--- config.mk ---
export PLATFORM = sky130hd
export DESIGN_NAME = axi4_rd_arbiter_flat
export DESIGN_NICKNAME = d
export VERILOG_FILES = /design/src/rtl/axi4_rd_arbiter_if.sv /design/src/rtl/axi4_rd_arbiter.sv /design/src/flat_wrapper.sv
export SDC_FILE = /design/constraint.sdc
export NUM_CORES = 1
export LEC_CHECK = 0
export CAP_MARGIN = 15
export CORE_MARGIN = 5
export CORE_UTILIZATION = 34
export DETAILED_ROUTE_END_ITERATION = 6
export HOLD_SLACK_MARGIN = 0.12
export PLACE_DENSITY = 0.95
export SLEW_MARGIN = 20
export SYNTH_ARGS = -nofsm -noshare
export SYNTH_HDL_FRONTEND = slang
export SYNTH_SLANG_ARGS = --single-unit
--- constraint.sdc ---
create_clock -name clock -period 2.9 [get_ports clock]
set_clock_uncertainty 0.05 [all_clocks]
set_input_delay 0.87 -clock clock [delete_from_list [all_inputs] [get_ports clock]]
set_output_delay 0.87 -clock clock [all_outputs]
set_load 0.02 [all_outputs]
--- src/rtl/axi4_rd_arbiter_if.sv ---
// AXI4 read address/data channel bundle (AR + R) with a 13-bit {arlen, arsize, arburst} control field.
// Valid/ready: a beat or address transfers on a rising clock edge where valid && ready; the source holds valid and payload stable until then.
interface axi4_rd_arbiter_if #(
  parameter int ADDR_W = 32,
  parameter int DATA_W = 32,
  parameter int ID_W   = 4
);
  logic              arvalid;
  logic              arready;
  logic [ADDR_W-1:0] araddr;
  logic [ID_W-1:0]   arid;
  logic [12:0]       arctl;
  logic              rvalid;
  logic              rready;
  logic [DATA_W-1:0] rdata;
  logic [1:0]        rresp;
  logic              rlast;

  modport master (
    output arvalid, araddr, arid, arctl, rready,
    input  arready, rvalid, rdata, rresp, rlast
  );

  modport slave (
    input  arvalid, araddr, arid, arctl, rready,
    output arready, rvalid, rdata, rresp, rlast
  );
endinterface

--- src/rtl/axi4_rd_arbiter.sv ---
// Round-robin arbiter sharing one downstream AXI4 read port between the IFU (m0) and LSU (m1).
// One transaction in flight: IDLE accepts a request, ADDR issues it downstream, DATA routes R beats to the owner.
module axi4_rd_arbiter #(
  parameter int ADDR_W = 32,
  parameter int DATA_W = 32,
  parameter int ID_W   = 4
) (
  input  logic                    clock,
  input  logic                    reset,
  axi4_rd_arbiter_if.slave        m0,
  axi4_rd_arbiter_if.slave        m1,
  axi4_rd_arbiter_if.master       s,
  output logic [1:0]              dbg_state_o
);

  typedef enum logic [1:0] {
    ST_IDLE = 2'd0,
    ST_ADDR = 2'd1,
    ST_DATA = 2'd2
  } state_e;

  state_e            state_q, state_d;
  logic              grant_q, grant_d;
  logic              last_grant_q, last_grant_d;
  logic [ADDR_W-1:0] araddr_q, araddr_d;
  logic [12:0]       arctl_q, arctl_d;

  logic any_req;
  logic winner;
  logic rready_sel;

  // On a tie the master that did not win last time takes the grant.
  always_comb begin
    any_req = m0.arvalid | m1.arvalid;
    winner  = (m0.arvalid && m1.arvalid) ? ~last_grant_q : m1.arvalid;
  end

  always_comb begin
    state_d      = state_q;
    grant_d      = grant_q;
    last_grant_d = last_grant_q;
    araddr_d     = araddr_q;
    arctl_d      = arctl_q;
    rready_sel   = 1'b0;
    m0.arready   = 1'b0;
    m1.arready   = 1'b0;
    s.arvalid    = 1'b0;
    m0.rvalid    = 1'b0;
    m0.rdata     = '0;
    m0.rresp     = '0;
    m0.rlast     = 1'b0;
    m1.rvalid    = 1'b0;
    m1.rdata     = '0;
    m1.rresp     = '0;
    m1.rlast     = 1'b0;
    unique case (state_q)
      ST_IDLE: begin
        if (any_req) begin
          m0.arready   = ~winner;
          m1.arready   = winner;
          grant_d      = winner;
          last_grant_d = winner;
          araddr_d     = winner ? m1.araddr : m0.araddr;
          arctl_d      = winner ? m1.arctl : m0.arctl;
          state_d      = ST_ADDR;
        end
      end
      ST_ADDR: begin
        s.arvalid = 1'b1;
        if (s.arready) state_d = ST_DATA;
      end
      ST_DATA: begin
        if (grant_q) begin
          m1.rvalid  = s.rvalid;
          m1.rdata   = s.rdata;
          m1.rresp   = s.rresp;
          m1.rlast   = s.rlast;
          rready_sel = m1.rready;
        end else begin
          m0.rvalid  = s.rvalid;
          m0.rdata   = s.rdata;
          m0.rresp   = s.rresp;
          m0.rlast   = s.rlast;
          rready_sel = m0.rready;
        end
        // A request pending on the final beat waits for the next IDLE cycle.
        if (s.rvalid && rready_sel && s.rlast) state_d = ST_IDLE;
      end
      default: state_d = ST_IDLE;
    endcase
  end

  assign s.rready    = rready_sel;
  assign s.araddr    = araddr_q;
  assign s.arctl     = arctl_q;
  assign s.arid      = {{(ID_W-1){1'b0}}, grant_q};
  assign dbg_state_o = state_q;

  always_ff @(posedge clock) begin
    if (reset) begin
      state_q      <= ST_IDLE;
      grant_q      <= 1'b0;
      last_grant_q <= 1'b1;
      araddr_q     <= '0;
      arctl_q      <= '0;
    end else begin
      state_q      <= state_d;
      grant_q      <= grant_d;
      last_grant_q <= last_grant_d;
      araddr_q     <= araddr_d;
      arctl_q      <= arctl_d;
    end
  end

endmodule

--- src/flat_wrapper.sv ---
// flat-port wrapper written by rule: the top's interface ports become plain ports
module axi4_rd_arbiter_flat 
#(
  parameter int ADDR_W = 32,
  parameter int DATA_W = 32,
  parameter int ID_W   = 4
)
  (clock, reset, dbg_state_o, m0_arvalid, m0_araddr, m0_arid, m0_arctl, m0_rready, m0_arready, m0_rvalid, m0_rdata, m0_rresp, m0_rlast, m1_arvalid, m1_araddr, m1_arid, m1_arctl, m1_rready, m1_arready, m1_rvalid, m1_rdata, m1_rresp, m1_rlast, s_arvalid, s_araddr, s_arid, s_arctl, s_rready, s_arready, s_rvalid, s_rdata, s_rresp, s_rlast);
  axi4_rd_arbiter_if #(.ADDR_W(ADDR_W), .DATA_W(DATA_W), .ID_W(ID_W)) m0_i ();
  axi4_rd_arbiter_if #(.ADDR_W(ADDR_W), .DATA_W(DATA_W), .ID_W(ID_W)) m1_i ();
  axi4_rd_arbiter_if #(.ADDR_W(ADDR_W), .DATA_W(DATA_W), .ID_W(ID_W)) s_i ();
  input  logic clock;
  input  logic reset;
  output logic [1:0] dbg_state_o;
  input wire logic [$bits(m0_i.arvalid)-1:0] m0_arvalid;
  input wire logic [$bits(m0_i.araddr)-1:0] m0_araddr;
  input wire logic [$bits(m0_i.arid)-1:0] m0_arid;
  input wire logic [$bits(m0_i.arctl)-1:0] m0_arctl;
  input wire logic [$bits(m0_i.rready)-1:0] m0_rready;
  output wire logic [$bits(m0_i.arready)-1:0] m0_arready;
  output wire logic [$bits(m0_i.rvalid)-1:0] m0_rvalid;
  output wire logic [$bits(m0_i.rdata)-1:0] m0_rdata;
  output wire logic [$bits(m0_i.rresp)-1:0] m0_rresp;
  output wire logic [$bits(m0_i.rlast)-1:0] m0_rlast;
  input wire logic [$bits(m1_i.arvalid)-1:0] m1_arvalid;
  input wire logic [$bits(m1_i.araddr)-1:0] m1_araddr;
  input wire logic [$bits(m1_i.arid)-1:0] m1_arid;
  input wire logic [$bits(m1_i.arctl)-1:0] m1_arctl;
  input wire logic [$bits(m1_i.rready)-1:0] m1_rready;
  output wire logic [$bits(m1_i.arready)-1:0] m1_arready;
  output wire logic [$bits(m1_i.rvalid)-1:0] m1_rvalid;
  output wire logic [$bits(m1_i.rdata)-1:0] m1_rdata;
  output wire logic [$bits(m1_i.rresp)-1:0] m1_rresp;
  output wire logic [$bits(m1_i.rlast)-1:0] m1_rlast;
  output wire logic [$bits(s_i.arvalid)-1:0] s_arvalid;
  output wire logic [$bits(s_i.araddr)-1:0] s_araddr;
  output wire logic [$bits(s_i.arid)-1:0] s_arid;
  output wire logic [$bits(s_i.arctl)-1:0] s_arctl;
  output wire logic [$bits(s_i.rready)-1:0] s_rready;
  input wire logic [$bits(s_i.arready)-1:0] s_arready;
  input wire logic [$bits(s_i.rvalid)-1:0] s_rvalid;
  input wire logic [$bits(s_i.rdata)-1:0] s_rdata;
  input wire logic [$bits(s_i.rresp)-1:0] s_rresp;
  input wire logic [$bits(s_i.rlast)-1:0] s_rlast;
  assign m0_i.arvalid = m0_arvalid;
  assign m0_i.araddr = m0_araddr;
  assign m0_i.arid = m0_arid;
  assign m0_i.arctl = m0_arctl;
  assign m0_i.rready = m0_rready;
  assign m0_arready = m0_i.arready;
  assign m0_rvalid = m0_i.rvalid;
  assign m0_rdata = m0_i.rdata;
  assign m0_rresp = m0_i.rresp;
  assign m0_rlast = m0_i.rlast;
  assign m1_i.arvalid = m1_arvalid;
  assign m1_i.araddr = m1_araddr;
  assign m1_i.arid = m1_arid;
  assign m1_i.arctl = m1_arctl;
  assign m1_i.rready = m1_rready;
  assign m1_arready = m1_i.arready;
  assign m1_rvalid = m1_i.rvalid;
  assign m1_rdata = m1_i.rdata;
  assign m1_rresp = m1_i.rresp;
  assign m1_rlast = m1_i.rlast;
  assign s_arvalid = s_i.arvalid;
  assign s_araddr = s_i.araddr;
  assign s_arid = s_i.arid;
  assign s_arctl = s_i.arctl;
  assign s_rready = s_i.rready;
  assign s_i.arready = s_arready;
  assign s_i.rvalid = s_rvalid;
  assign s_i.rdata = s_rdata;
  assign s_i.rresp = s_rresp;
  assign s_i.rlast = s_rlast;
  axi4_rd_arbiter #(.ADDR_W(ADDR_W), .DATA_W(DATA_W), .ID_W(ID_W)) u_core (.clock(clock), .reset(reset), .m0(m0_i), .m1(m1_i), .s(s_i), .dbg_state_o(dbg_state_o));
endmodule
==> results of run 1 <==
==> logic make-up (layout without fill, tap and decap cells) <==
| group | after synthesis | after routing | synth area share |
|---|---|---|---|
| AOI/OAI and AO/OA | 98 | 98 | 0.2595 |
| other | 1 | 5 | 0.001260 |
| DFF | 49 | 49 | 0.3297 |
| and+or+nand+nor | 179 | 179 | 0.3242 |
| muxes | 1 | 1 | 0.003364 |
| buffers and inverters | 43 | 287 | 0.08200 |
==> per-layer routing <==
layer	routed length, um	GRT usage	share of wire
met4	329	0.06842	0.026
met3	1125	0.05535	0.088
met2	6712	0.4121	0.52
met1	4661	0.2342	0.36
met5	0	0	0
==> power by group through the flow <==
stage                     registers, uW  logic [uW]  clock network (uW)
after CTS                           796         917                 532
after global routing                806         973                 555
after detailed placement            810         928                   0
final                               796         917                 518
after global placement              807         909                   0
after floorplan                     902         369                   0
==> sequential cells by signal, summed over array words and instances, names as in the netlist <==
| name | cells |
|---|---|
| u_core.dbg_state_o | 2 |
| u_core.grant_q | 1 |
| u_core.last_grant_q | 1 |
| u_core.s.araddr | 32 |
| u_core.s.arctl | 13 |
==> per-stage QoR <==
step,power (uW),instances
floorplan,1271,373
global placement,1716,715
detailed placement,1739,715
CTS,2244,723
global route,2335,727
finish,2232,727
==> worst paths after layout <==
| kind | from | endpoint | slack (ns) | depth (start not counted) |
|---|---|---|---|---|
| min | u_core.s.araddr[2] | u_core.s.araddr[2] | 0.46 | 2 |
| min reg2reg | u_core.s.araddr[2] | u_core.s.araddr[2] | 0.46 | 2 |
| max reg2reg | u_core.dbg_state_o[1] | u_core.s.araddr[9] | 0.89 | 4 |
| max | m1_arvalid | m1_arready | 0.08 | 5 |
==> Yosys cell counts, drive strengths merged <==
cell	n	area share
conb	1	0.0013
nand3	17	0.029
inv	2	0.0025
a21boi	1	0.0038
a21oi	31	0.052
nor2	7	0.020
a311oi	28	0.13
nor2b	1	0.0021
a21bo	1	0.0034
o21ai	18	0.030
buf	26	0.061
a31oi	17	0.036
or2	2	0.0042
clkbuf	15	0.019
nand2b	3	0.0063
nand4	17	0.036
mux2i	1	0.0034
dfxtp	49	0.33
nand2	60	0.076
a211o	1	0.0029
and2	72	0.15
o21bai	1	0.0025
==> timing repair <==
| action | CTS | global route |
|---|---|---|
| endpoints found under the setup margin | 74 | 2 |
| resized for setup | 83 | 2 |
| buffers inserted | 0 | 2 |
| pin swaps | 0 | 1 |
==> cell type report <==
cell class	instances	area share
repair buffers	277	0.4683
multi-input cells	281	0.3119
flip-flops and latches	49	0.1728
well taps	108	0.02381
clock buffers	5	0.01213
clock inverters	3	0.008818
inverters	2	0.001323
diodes	2	0.0008818
==> worst max-delay path: stages <==
cell and delay, ns:
clkdlybuf4s50_1 0.50, a21boi_4 0.23, nand2_2 0.09, inv_2 0.07
buf_4 0.14
==> summary.txt, run 1 <==
Status
  • Status: finished clean

Layout
  • Final Net Count: 757
  • Most frequent cells in the layout: clkdlybuf4s50_1, and2_1, dlygate4sd2_1
  • Final core utilization: 0.6572
  • Area of the multi-input gates: 0.001770 mm^2
  • Synthesis-to-layout area growth: 90.75%
  • Commonest non-fill, non-tap cell in the layout: clkdlybuf4s50_1
  • Register area: 980.9 um^2
  • Share of cells above drive strength 1: 0.1021
  • Fill count: 717
  • Final instance area: 0.005675 mm^2

CTS
  • Clk slew on worst S/H paths: 0.11 ns
  • Hold buffers post-CTS: 0
  • Worst skew pair latency: ~0.3 ns
  • Clock sink count: 49
  • CTS HTree Levels: 2
  • Root Buffer: clkbuf_8
  • CTS max path bufs: 2
  • CTS buffer count: 5
  • TritonCTS clock tree: done

Detailed routing
  • DR WL/cell: 17.65 um
  • Routed WL: 12830 um
  • Vias post-DR: 3777
  • Pre-antenna DRT Iters: 4
  • Residual DRC: 0
  • DRT iter0 DRCs: 141
  • Vias/cell: 5.195
  • Antenna-violating nets left: 0

Floorplan
  • Initial Util: 0.3445
  • Core area: 0.008636 mm^2
  • # IOs: 268
  • Die Ht: 103.5 um
  • Rows: 34
  • Die area: 0.01072 mm^2
  • Die width: a little over 100 um

Critical path
  • Critical path endpoint category: primary output
  • Max FO, Critical Path: 3
  • Worst Path Class, Setup: primary input to primary output
  • Crit start category: primary input
  • Req. time, crit path: between 1.5 and 2 ns
  • Arr. time, crit path: 1.90 ns

Job
  • Max cap viols: 0

Place
  • Routability cong.: 0.8269
  • Port buffer count: around 260
  • Placed Area: 0.005624 mm^2
  • Post-DP HPWL: 10040 um
  • Pre-CTS setup slack: -0.4936 ns

Global route
  • All-Layer GR Usage: 0.2182
  • Largest net degree at the start of global routing: between 50 and 60
  • Vias in the first global route: 3633
  • Grt ovf: 0
  • Initial antenna violation count: 2
  • First-pass GRT wire length: a little under 20000 um

Timing
  • Final Cycle Share: 0.9740
  • RSZ-0062 raised after global routing: no
  • Worst slew pin tran: 0.8028 ns
  • Hold WS: ~0.46 ns
  • # setup viols final: 0
  • Max frequency: about 350 MHz
  • Setup TNS: 0 ns
  • Max Slew Vio Count: 0
  • Final WS setup: roughly 0.075 ns
  • Fin. Hold Viols: 0
  • Period minus WS final: 2.825 ns
  • Slew margin rel.: 0.4648

Synth
  • Syn Area/Cell: 8.020 um^2
  • Cell Area, Synth: ~0.003 mm^2
  • Post-synthesis sequential area ratio: 0.3297
  • Register bit count reported by yosys: 49
  • YS warnings: 0
  • Synthesized instance count: 371
  • Synth unique cells: 29

Power
  • Flop pwr share: 0.357
  • Psw: 759.7 uW
  • VDD IR max: 267.1 uV
  • Leakage: 0.002477 uW
  • Power share of the clock group: 0.232
  • Pwr dens: 393.2 mW/mm^2
  • Int Pwr: about 1500 uW
  • Switching part of the total power: 0.3404
  • Combinational share of power: 0.411

Worst hold path
  • HP Class: flip-flop to flip-flop
No activity file was read; power rests on OpenSTA's default activity.
==> run 2: changes to the inputs <==
Settings changed: CTS_CLUSTER_DIAMETER from default to 100.
==> results of run 2 <==
The final DEF is identical to that of run 1; final timing and power are the same.
